--- src/rtl/id_ex_operand_stage.sv ---
// id_ex_operand_stage
// ID/EX pipeline register and ALU operand front end of the RV32I pipeline.
// It latches the decoded ID fields and forwards MEM/WB results onto the ALU
// operands. It loads a bubble on Flush or on a load-use hazard, and it raises
// the load-use hazard flag that stalls IF/ID.
//
// Ports
//   clk, reset                      clock, synchronous active-high reset
//   Stall, Flush                    hold / kill the EX entry
//   id_*                            decoded fields from ID
//   mem_rd/mem_reg_write/mem_result EX/MEM forwarding source
//   wb_rd/wb_reg_write/wb_result    MEM/WB forwarding source
//   SrcA, SrcB, Operation           ALU operands and operation code
//   ex_valid/ex_reg_write/ex_mem_read/ex_mem_write/ex_rd
//                                   registered control bits and destination register
//   ex_store_data                   forwarded rs2 value, used as store data
//   load_use_hazard                 combinational stall request for IF/ID
module id_ex_operand_stage #(
  parameter int DATA_WIDTH     = 32,
  parameter int OPCODE_LENGTH  = 4,
  parameter int REG_ADDR_WIDTH = 5
) (
  input  logic                      clk,
  input  logic                      reset,
  input  logic                      Stall,
  input  logic                      Flush,
  input  logic                      id_valid,
  input  logic [REG_ADDR_WIDTH-1:0] id_rs1,
  input  logic [REG_ADDR_WIDTH-1:0] id_rs2,
  input  logic [REG_ADDR_WIDTH-1:0] id_rd,
  input  logic [DATA_WIDTH-1:0]     id_rs1_data,
  input  logic [DATA_WIDTH-1:0]     id_rs2_data,
  input  logic [DATA_WIDTH-1:0]     id_imm,
  input  logic                      id_alu_src,
  input  logic [OPCODE_LENGTH-1:0]  id_operation,
  input  logic                      id_reg_write,
  input  logic                      id_mem_read,
  input  logic                      id_mem_write,
  input  logic [REG_ADDR_WIDTH-1:0] mem_rd,
  input  logic                      mem_reg_write,
  input  logic [DATA_WIDTH-1:0]     mem_result,
  input  logic [REG_ADDR_WIDTH-1:0] wb_rd,
  input  logic                      wb_reg_write,
  input  logic [DATA_WIDTH-1:0]     wb_result,
  output logic [DATA_WIDTH-1:0]     SrcA,
  output logic [DATA_WIDTH-1:0]     SrcB,
  output logic [OPCODE_LENGTH-1:0]  Operation,
  output logic                      ex_valid,
  output logic                      ex_reg_write,
  output logic                      ex_mem_read,
  output logic                      ex_mem_write,
  output logic [REG_ADDR_WIDTH-1:0] ex_rd,
  output logic [DATA_WIDTH-1:0]     ex_store_data,
  output logic                      load_use_hazard
);

  logic                      valid_q, valid_d;
  logic [REG_ADDR_WIDTH-1:0] rs1_q, rs1_d, rs2_q, rs2_d, rd_q, rd_d;
  logic [DATA_WIDTH-1:0]     rs1_data_q, rs1_data_d, rs2_data_q, rs2_data_d;
  logic [DATA_WIDTH-1:0]     imm_q, imm_d;
  logic                      alu_src_q, alu_src_d;
  logic [OPCODE_LENGTH-1:0]  operation_q, operation_d;
  logic                      reg_write_q, reg_write_d;
  logic                      mem_read_q, mem_read_d;
  logic                      mem_write_q, mem_write_d;

  logic mem_hit_rs1, mem_hit_rs2, wb_hit_rs1, wb_hit_rs2;
  logic [DATA_WIDTH-1:0] fwd_rs1, fwd_rs2;

  // x0 is hard-wired to zero, so a write to it must never be forwarded.
  assign mem_hit_rs1 = mem_reg_write && (mem_rd != '0) && (mem_rd == rs1_q);
  assign mem_hit_rs2 = mem_reg_write && (mem_rd != '0) && (mem_rd == rs2_q);
  assign wb_hit_rs1  = wb_reg_write  && (wb_rd  != '0) && (wb_rd  == rs1_q);
  assign wb_hit_rs2  = wb_reg_write  && (wb_rd  != '0) && (wb_rd  == rs2_q);

  // MEM holds the younger result, so it takes precedence over WB.
  always_comb begin
    fwd_rs1 = rs1_data_q;
    if (mem_hit_rs1)     fwd_rs1 = mem_result;
    else if (wb_hit_rs1) fwd_rs1 = wb_result;
    fwd_rs2 = rs2_data_q;
    if (mem_hit_rs2)     fwd_rs2 = mem_result;
    else if (wb_hit_rs2) fwd_rs2 = wb_result;
  end

  assign SrcA          = fwd_rs1;
  assign SrcB          = alu_src_q ? imm_q : fwd_rs2;
  assign ex_store_data = fwd_rs2;
  assign Operation     = operation_q;
  assign ex_valid      = valid_q;
  assign ex_reg_write  = reg_write_q;
  assign ex_mem_read   = mem_read_q;
  assign ex_mem_write  = mem_write_q;
  assign ex_rd         = rd_q;

  assign load_use_hazard = valid_q && mem_read_q && (rd_q != '0) && id_valid &&
                           ((rd_q == id_rs1) || (rd_q == id_rs2));

  always_comb begin
    valid_d     = valid_q;
    rs1_d       = rs1_q;
    rs2_d       = rs2_q;
    rd_d        = rd_q;
    rs1_data_d  = rs1_data_q;
    rs2_data_d  = rs2_data_q;
    imm_d       = imm_q;
    alu_src_d   = alu_src_q;
    operation_d = operation_q;
    reg_write_d = reg_write_q;
    mem_read_d  = mem_read_q;
    mem_write_d = mem_write_q;
    if (Flush || (!Stall && load_use_hazard)) begin
      valid_d     = 1'b0;
      rs1_d       = '0;
      rs2_d       = '0;
      rd_d        = '0;
      rs1_data_d  = '0;
      rs2_data_d  = '0;
      imm_d       = '0;
      alu_src_d   = 1'b0;
      operation_d = '0;
      reg_write_d = 1'b0;
      mem_read_d  = 1'b0;
      mem_write_d = 1'b0;
    end else if (Stall) begin
      // A WB result that retires while the stage is held would otherwise be
      // lost, because it is no longer visible on the WB port after it leaves.
      if (wb_hit_rs1) rs1_data_d = wb_result;
      if (wb_hit_rs2) rs2_data_d = wb_result;
    end else begin
      valid_d     = id_valid;
      rs1_d       = id_rs1;
      rs2_d       = id_rs2;
      rd_d        = id_rd;
      rs1_data_d  = id_rs1_data;
      rs2_data_d  = id_rs2_data;
      imm_d       = id_imm;
      alu_src_d   = id_alu_src;
      operation_d = id_operation;
      reg_write_d = id_reg_write & id_valid;
      mem_read_d  = id_mem_read  & id_valid;
      mem_write_d = id_mem_write & id_valid;
    end
  end

  always_ff @(posedge clk) begin
    if (reset) begin
      valid_q     <= 1'b0;
      rs1_q       <= '0;
      rs2_q       <= '0;
      rd_q        <= '0;
      rs1_data_q  <= '0;
      rs2_data_q  <= '0;
      imm_q       <= '0;
      alu_src_q   <= 1'b0;
      operation_q <= '0;
      reg_write_q <= 1'b0;
      mem_read_q  <= 1'b0;
      mem_write_q <= 1'b0;
    end else begin
      valid_q     <= valid_d;
      rs1_q       <= rs1_d;
      rs2_q       <= rs2_d;
      rd_q        <= rd_d;
      rs1_data_q  <= rs1_data_d;
      rs2_data_q  <= rs2_data_d;
      imm_q       <= imm_d;
      alu_src_q   <= alu_src_d;
      operation_q <= operation_d;
      reg_write_q <= reg_write_d;
      mem_read_q  <= mem_read_d;
      mem_write_q <= mem_write_d;
    end
  end

endmodule
--- config.mk ---
export PLATFORM = sky130hd
export DESIGN_NAME = id_ex_operand_stage
export DESIGN_NICKNAME = d
export VERILOG_FILES = /design/src/rtl/id_ex_operand_stage.sv
export SDC_FILE = /design/constraint.sdc
export NUM_CORES = 1
export LEC_CHECK = 0
export CAP_MARGIN = 30
export CORE_MARGIN = 2
export CORE_UTILIZATION = 44
export CTS_CLUSTER_DIAMETER = 150
export CTS_CLUSTER_SIZE = 40
export DETAILED_ROUTE_END_ITERATION = 10
export DONT_BUFFER_PORTS = 1
export PLACE_DENSITY = 0.58
export SLEW_MARGIN = 20
export SYNTH_ARGS = -nofsm -noshare
export SYNTH_HDL_FRONTEND = slang
export SYNTH_SLANG_ARGS = --single-unit
--- constraint.sdc ---
create_clock -name clk -period 5.87 [get_ports clk]
set_input_delay 0.2935 -clock clk [delete_from_list [all_inputs] [get_ports clk]]
set_output_delay 0.2935 -clock clk [all_outputs]
set_load 0.02 [all_outputs]
==> flow_summary.json <==
{
  "area_growth_pct": 9.613,
  "dpl_cell_area_um2": 7187,
  "syn-num-nets": 1087,
  "post-route-cell-area_um2": 7875,
  "cp_data_arrival_time_ns": 3.24,
  "htreeDepth": 4,
  "tightest_slew_ns": 0.9363,
  "dr.pass1.iters": 5,
  "grt_pass1_wl_um": 36090,
  "rsz0062_at_grt": "no",
  "routed-wl-met2_um": 11100,
  "drive_above_1_share_pct": 10.80,
  "synthCells": 887,
  "yosysTopAreaCellShare_pct": 33.44,
  "drt_drc_violations_left": 0,
  "async_flop_share_pct": 0,
  "numCtsBuffers": 17,
  "yosysTopAreaCell": "dfxtp_1",
  "final_nets": 1021,
  "portBuffers": 0,
  "p_leak_nw": 2.531,
  "grt_usage_pct": 25.91,
  "cts_resized": 0,
  "cp-start-kind": "flop",
  "path_class": "flop to primary output",
  "crit_buf_inv": 1,
  "required_ns": 5.58,
  "cap_violations": 0,
  "wl_met1_um": 9533,
  "cpPeakStageDelay_ns": 0.71,
  "grt_max_degree": 175,
  "seq_area_frac_synth_pct": 33.44,
  "yosys-top-cells-area": "dfxtp_1 (33%), nand3b_1 (12%), o21ai_0 (7.7%), mux2i_1 (4.5%), mux2_2 (4.4%)",
  "clock_latency_ns": 0.41,
  "synth-seq-cells": 120,
  "die_h_um": 131.8,
  "hold_viol_final": 0,
  "post-cts-setup-buffers": 0,
  "synth_cell_types": 37,
  "finalSetupViolations": 0,
  "ioPinCount": 310,
  "drtIter0Drc": 527,
  "diodes": 0,
  "slew_headroom_pct": 37.58,
  "detail-route-antenna-nets": 0,
  "skew_ns": 0.006995,
  "start_util_pct": 45.06,
  "post-place-ws_ns": 2.542,
  "place.gp.congestion": 0.8656,
  "path_max_fanout": 43,
  "avgRoutedWirePerCell_um": 22.40,
  "cts.reportedPaths.clkPinSlew_ns": 0.05,
  "vias": 6669,
  "irDropWorstVdd_mv": 0.1869,
  "cts.sink_count": 120,
  "synth_edf_count": 0,
  "holdCritPathClass": "primary input to flop",
  "crit_chain": "xor2_2, buf_6, or4b_4, or3_1, a31oi_1, mux2_2",
  "end_kind": "primary output",
  "drt-total-wl_um": 23500,
  "core_area_um2": 15940,
  "die_w_um": 131.8,
  "critPathTopFamily": "simple AND/OR/NAND/NOR gates",
  "hold_buffers": 0,
  "avgSynthCellArea_um2": 8.100,
  "clock_path_buffers": 2,
  "setup-tns-final_ns": 0,
  "setup_ws_ns": 2.337,
  "yosysWarnings": 0,
  "slowest_stage": "or4b_4",
  "antenna_found_initial": 0,
  "fp.dieArea_um2": 17370,
  "synthFlopType": "dfxtp_1",
  "highest_layer": "met4",
  "wl_met3_um": 2248,
  "cts_tree": "built",
  "maxSlewViolCount": 0,
  "min_period_over_period_pct": 60.19,
  "rows": 46,
  "gr-total-overflow": 0,
  "powerDensity_nw_per_um2": 285.4,
  "min_period_ns": 3.533,
  "fmax_mhz": 283.1,
  "status": "completed",
  "ctsRootBufferMaster": "clkbuf_16",
  "synth_area_um2": 7184,
  "fill_cells": 1568,
  "vias_per_cell": 6.357,
  "dp_hpwl_um": 15680,
  "grt_pass1_vias": 6536
}
[state kept, by name, summed over array words and instances, names as in the netlist, 4 cells and up]
| name | flops |
|---|---|
| Operation | 4 |
| imm_q | 32 |
| rs2_data_q | 32 |
| rs2_q | 5 |
| ex_rd | 5 |
| rs1_data_q | 32 |
| rs1_q | 5 |
[cell type report]
type / count / area (um2) / area share [%]
multi-input cells: 658 / 4373 / 55.53
flip-flops and latches: 120 / 2404 / 30.52
clock buffers: 24 / 511.7 / 6.498
well taps: 216 / 270.3 / 3.432
clock inverters: 7 / 137.6 / 1.748
repair buffers: 12 / 133.9 / 1.700
inverters: 12 / 45.04 / 0.5720
[per-layer routing]
| layer | track usage (%) | vias to the layer above |
|---|---|---|
| met5 | 0 | - |
| met3 | 8.727 | 46 |
| li1 | - | 3135 |
| met2 | 42.61 | 342 |
| met4 | 10.81 | 0 |
| met1 | 31.06 | 3146 |
[Yosys cell counts, types with 8 or more instances]
cell	number
a21o_1	21
a21oi_1	33
a31oi_1	24
a31oi_2	8
and2_1	11
buf_2	8
clkbuf_1	77
dfxtp_1	120
inv_1	12
mux2_2	28
mux2i_1	32
nand2_1	25
nand3_1	60
nand3b_1	116
nor2_1	33
nor3_1	34
o21ai_0	110
o22ai_1	43
or3_1	11
or4_1	24
xnor2_1	17
xor2_1	13
[cells by family (layout without fill, tap and decap cells)]
group | after synthesis | in the layout | share of synthesized area (%)
mux | 64 | 64 | 9.474
xor+xnor | 30 | 30 | 3.657
simple gates | 321 | 321 | 27.03
buf+inv | 109 | 55 | 6.357
compound gates | 243 | 243 | 20.05
flops | 120 | 120 | 33.44
[cells in the final DEF (no fill, tap or decap), types with 2 or more instances in the layout]
| cell | synthesis | final |
|---|---|---|
| clkinv_2 | 0 | 2 |
| bufinv_16 | 0 | 4 |
| nand3b_1 | 116 | 116 |
| o21ai_0 | 110 | 110 |
| o211ai_4 | 1 | 2 |
| a21oi_1 | 33 | 32 |
| xnor2_1 | 17 | 17 |
| mux2_2 | 28 | 28 |
| o22ai_1 | 43 | 43 |
| mux2_1 | 4 | 4 |
| buf_16 | 0 | 2 |
| a31oi_2 | 8 | 8 |
| nand2_1 | 25 | 24 |
| mux2i_1 | 32 | 32 |
| a31oi_1 | 24 | 24 |
| dfxtp_1 | 120 | 119 |
| a21o_1 | 21 | 21 |
| xor2_1 | 13 | 12 |
| or4_1 | 24 | 23 |
| or3_1 | 11 | 11 |
| clkbuf_16 | 0 | 17 |
| nor3_1 | 34 | 34 |
| clkbuf_8 | 0 | 6 |
| nand3_1 | 60 | 60 |
| and2_1 | 11 | 11 |
| buf_4 | 1 | 9 |
| inv_1 | 12 | 12 |
| nor2_1 | 33 | 32 |
[through the flow]
| step | total power, mW | hold slack [ns] | cells | util, % |
|---|---|---|---|---|
| after floorplan | 1.086 | 0.4334 | 887 | - |
| after global placement | 1.112 | 0.4362 | 1015 | 44.91 |
| after detailed placement | 1.118 | 0.4406 | 1016 | 45.08 |
| after CTS | 2.262 | 0.003993 | 1047 | 49.15 |
| after global routing | 2.323 | 0.01073 | 1049 | 49.40 |
| final | 2.248 | 0.02115 | 1049 | 49.40 |
[worst paths after layout]
path / slack (ns) / from / cells past startpoint / end
min: 0.02 / id_mem_write / 2 / ex_mem_write
max: 2.34 / rs2_q[0] / 6 / SrcB[3]
max reg2reg: 3.48 / rs2_q[0] / 6 / rs2_data_q[15]
min reg2reg: 0.48 / imm_q[2] / 2 / imm_q[2]
[power breakdown]
group,leakage (nW),internal [mW],switching [mW]
Combinational,1.23,0.0801,0.163
Sequential,0.978,0.843,0.0200
Clock,0.318,0.775,0.367
Total,2.53,1.70,0.550
[worst register-to-register path, delay by kind of cell (launching register included)]
family	cells	cell delay (ns)
DFF	1	0.35
xor gates and xnor gates	1	0.26
AOI/OAI and AO/OA	1	0.15
and+or+nand+nor	3	1.34
buffers and inverters	1	0.21
(Power assumes the default switching activity.)
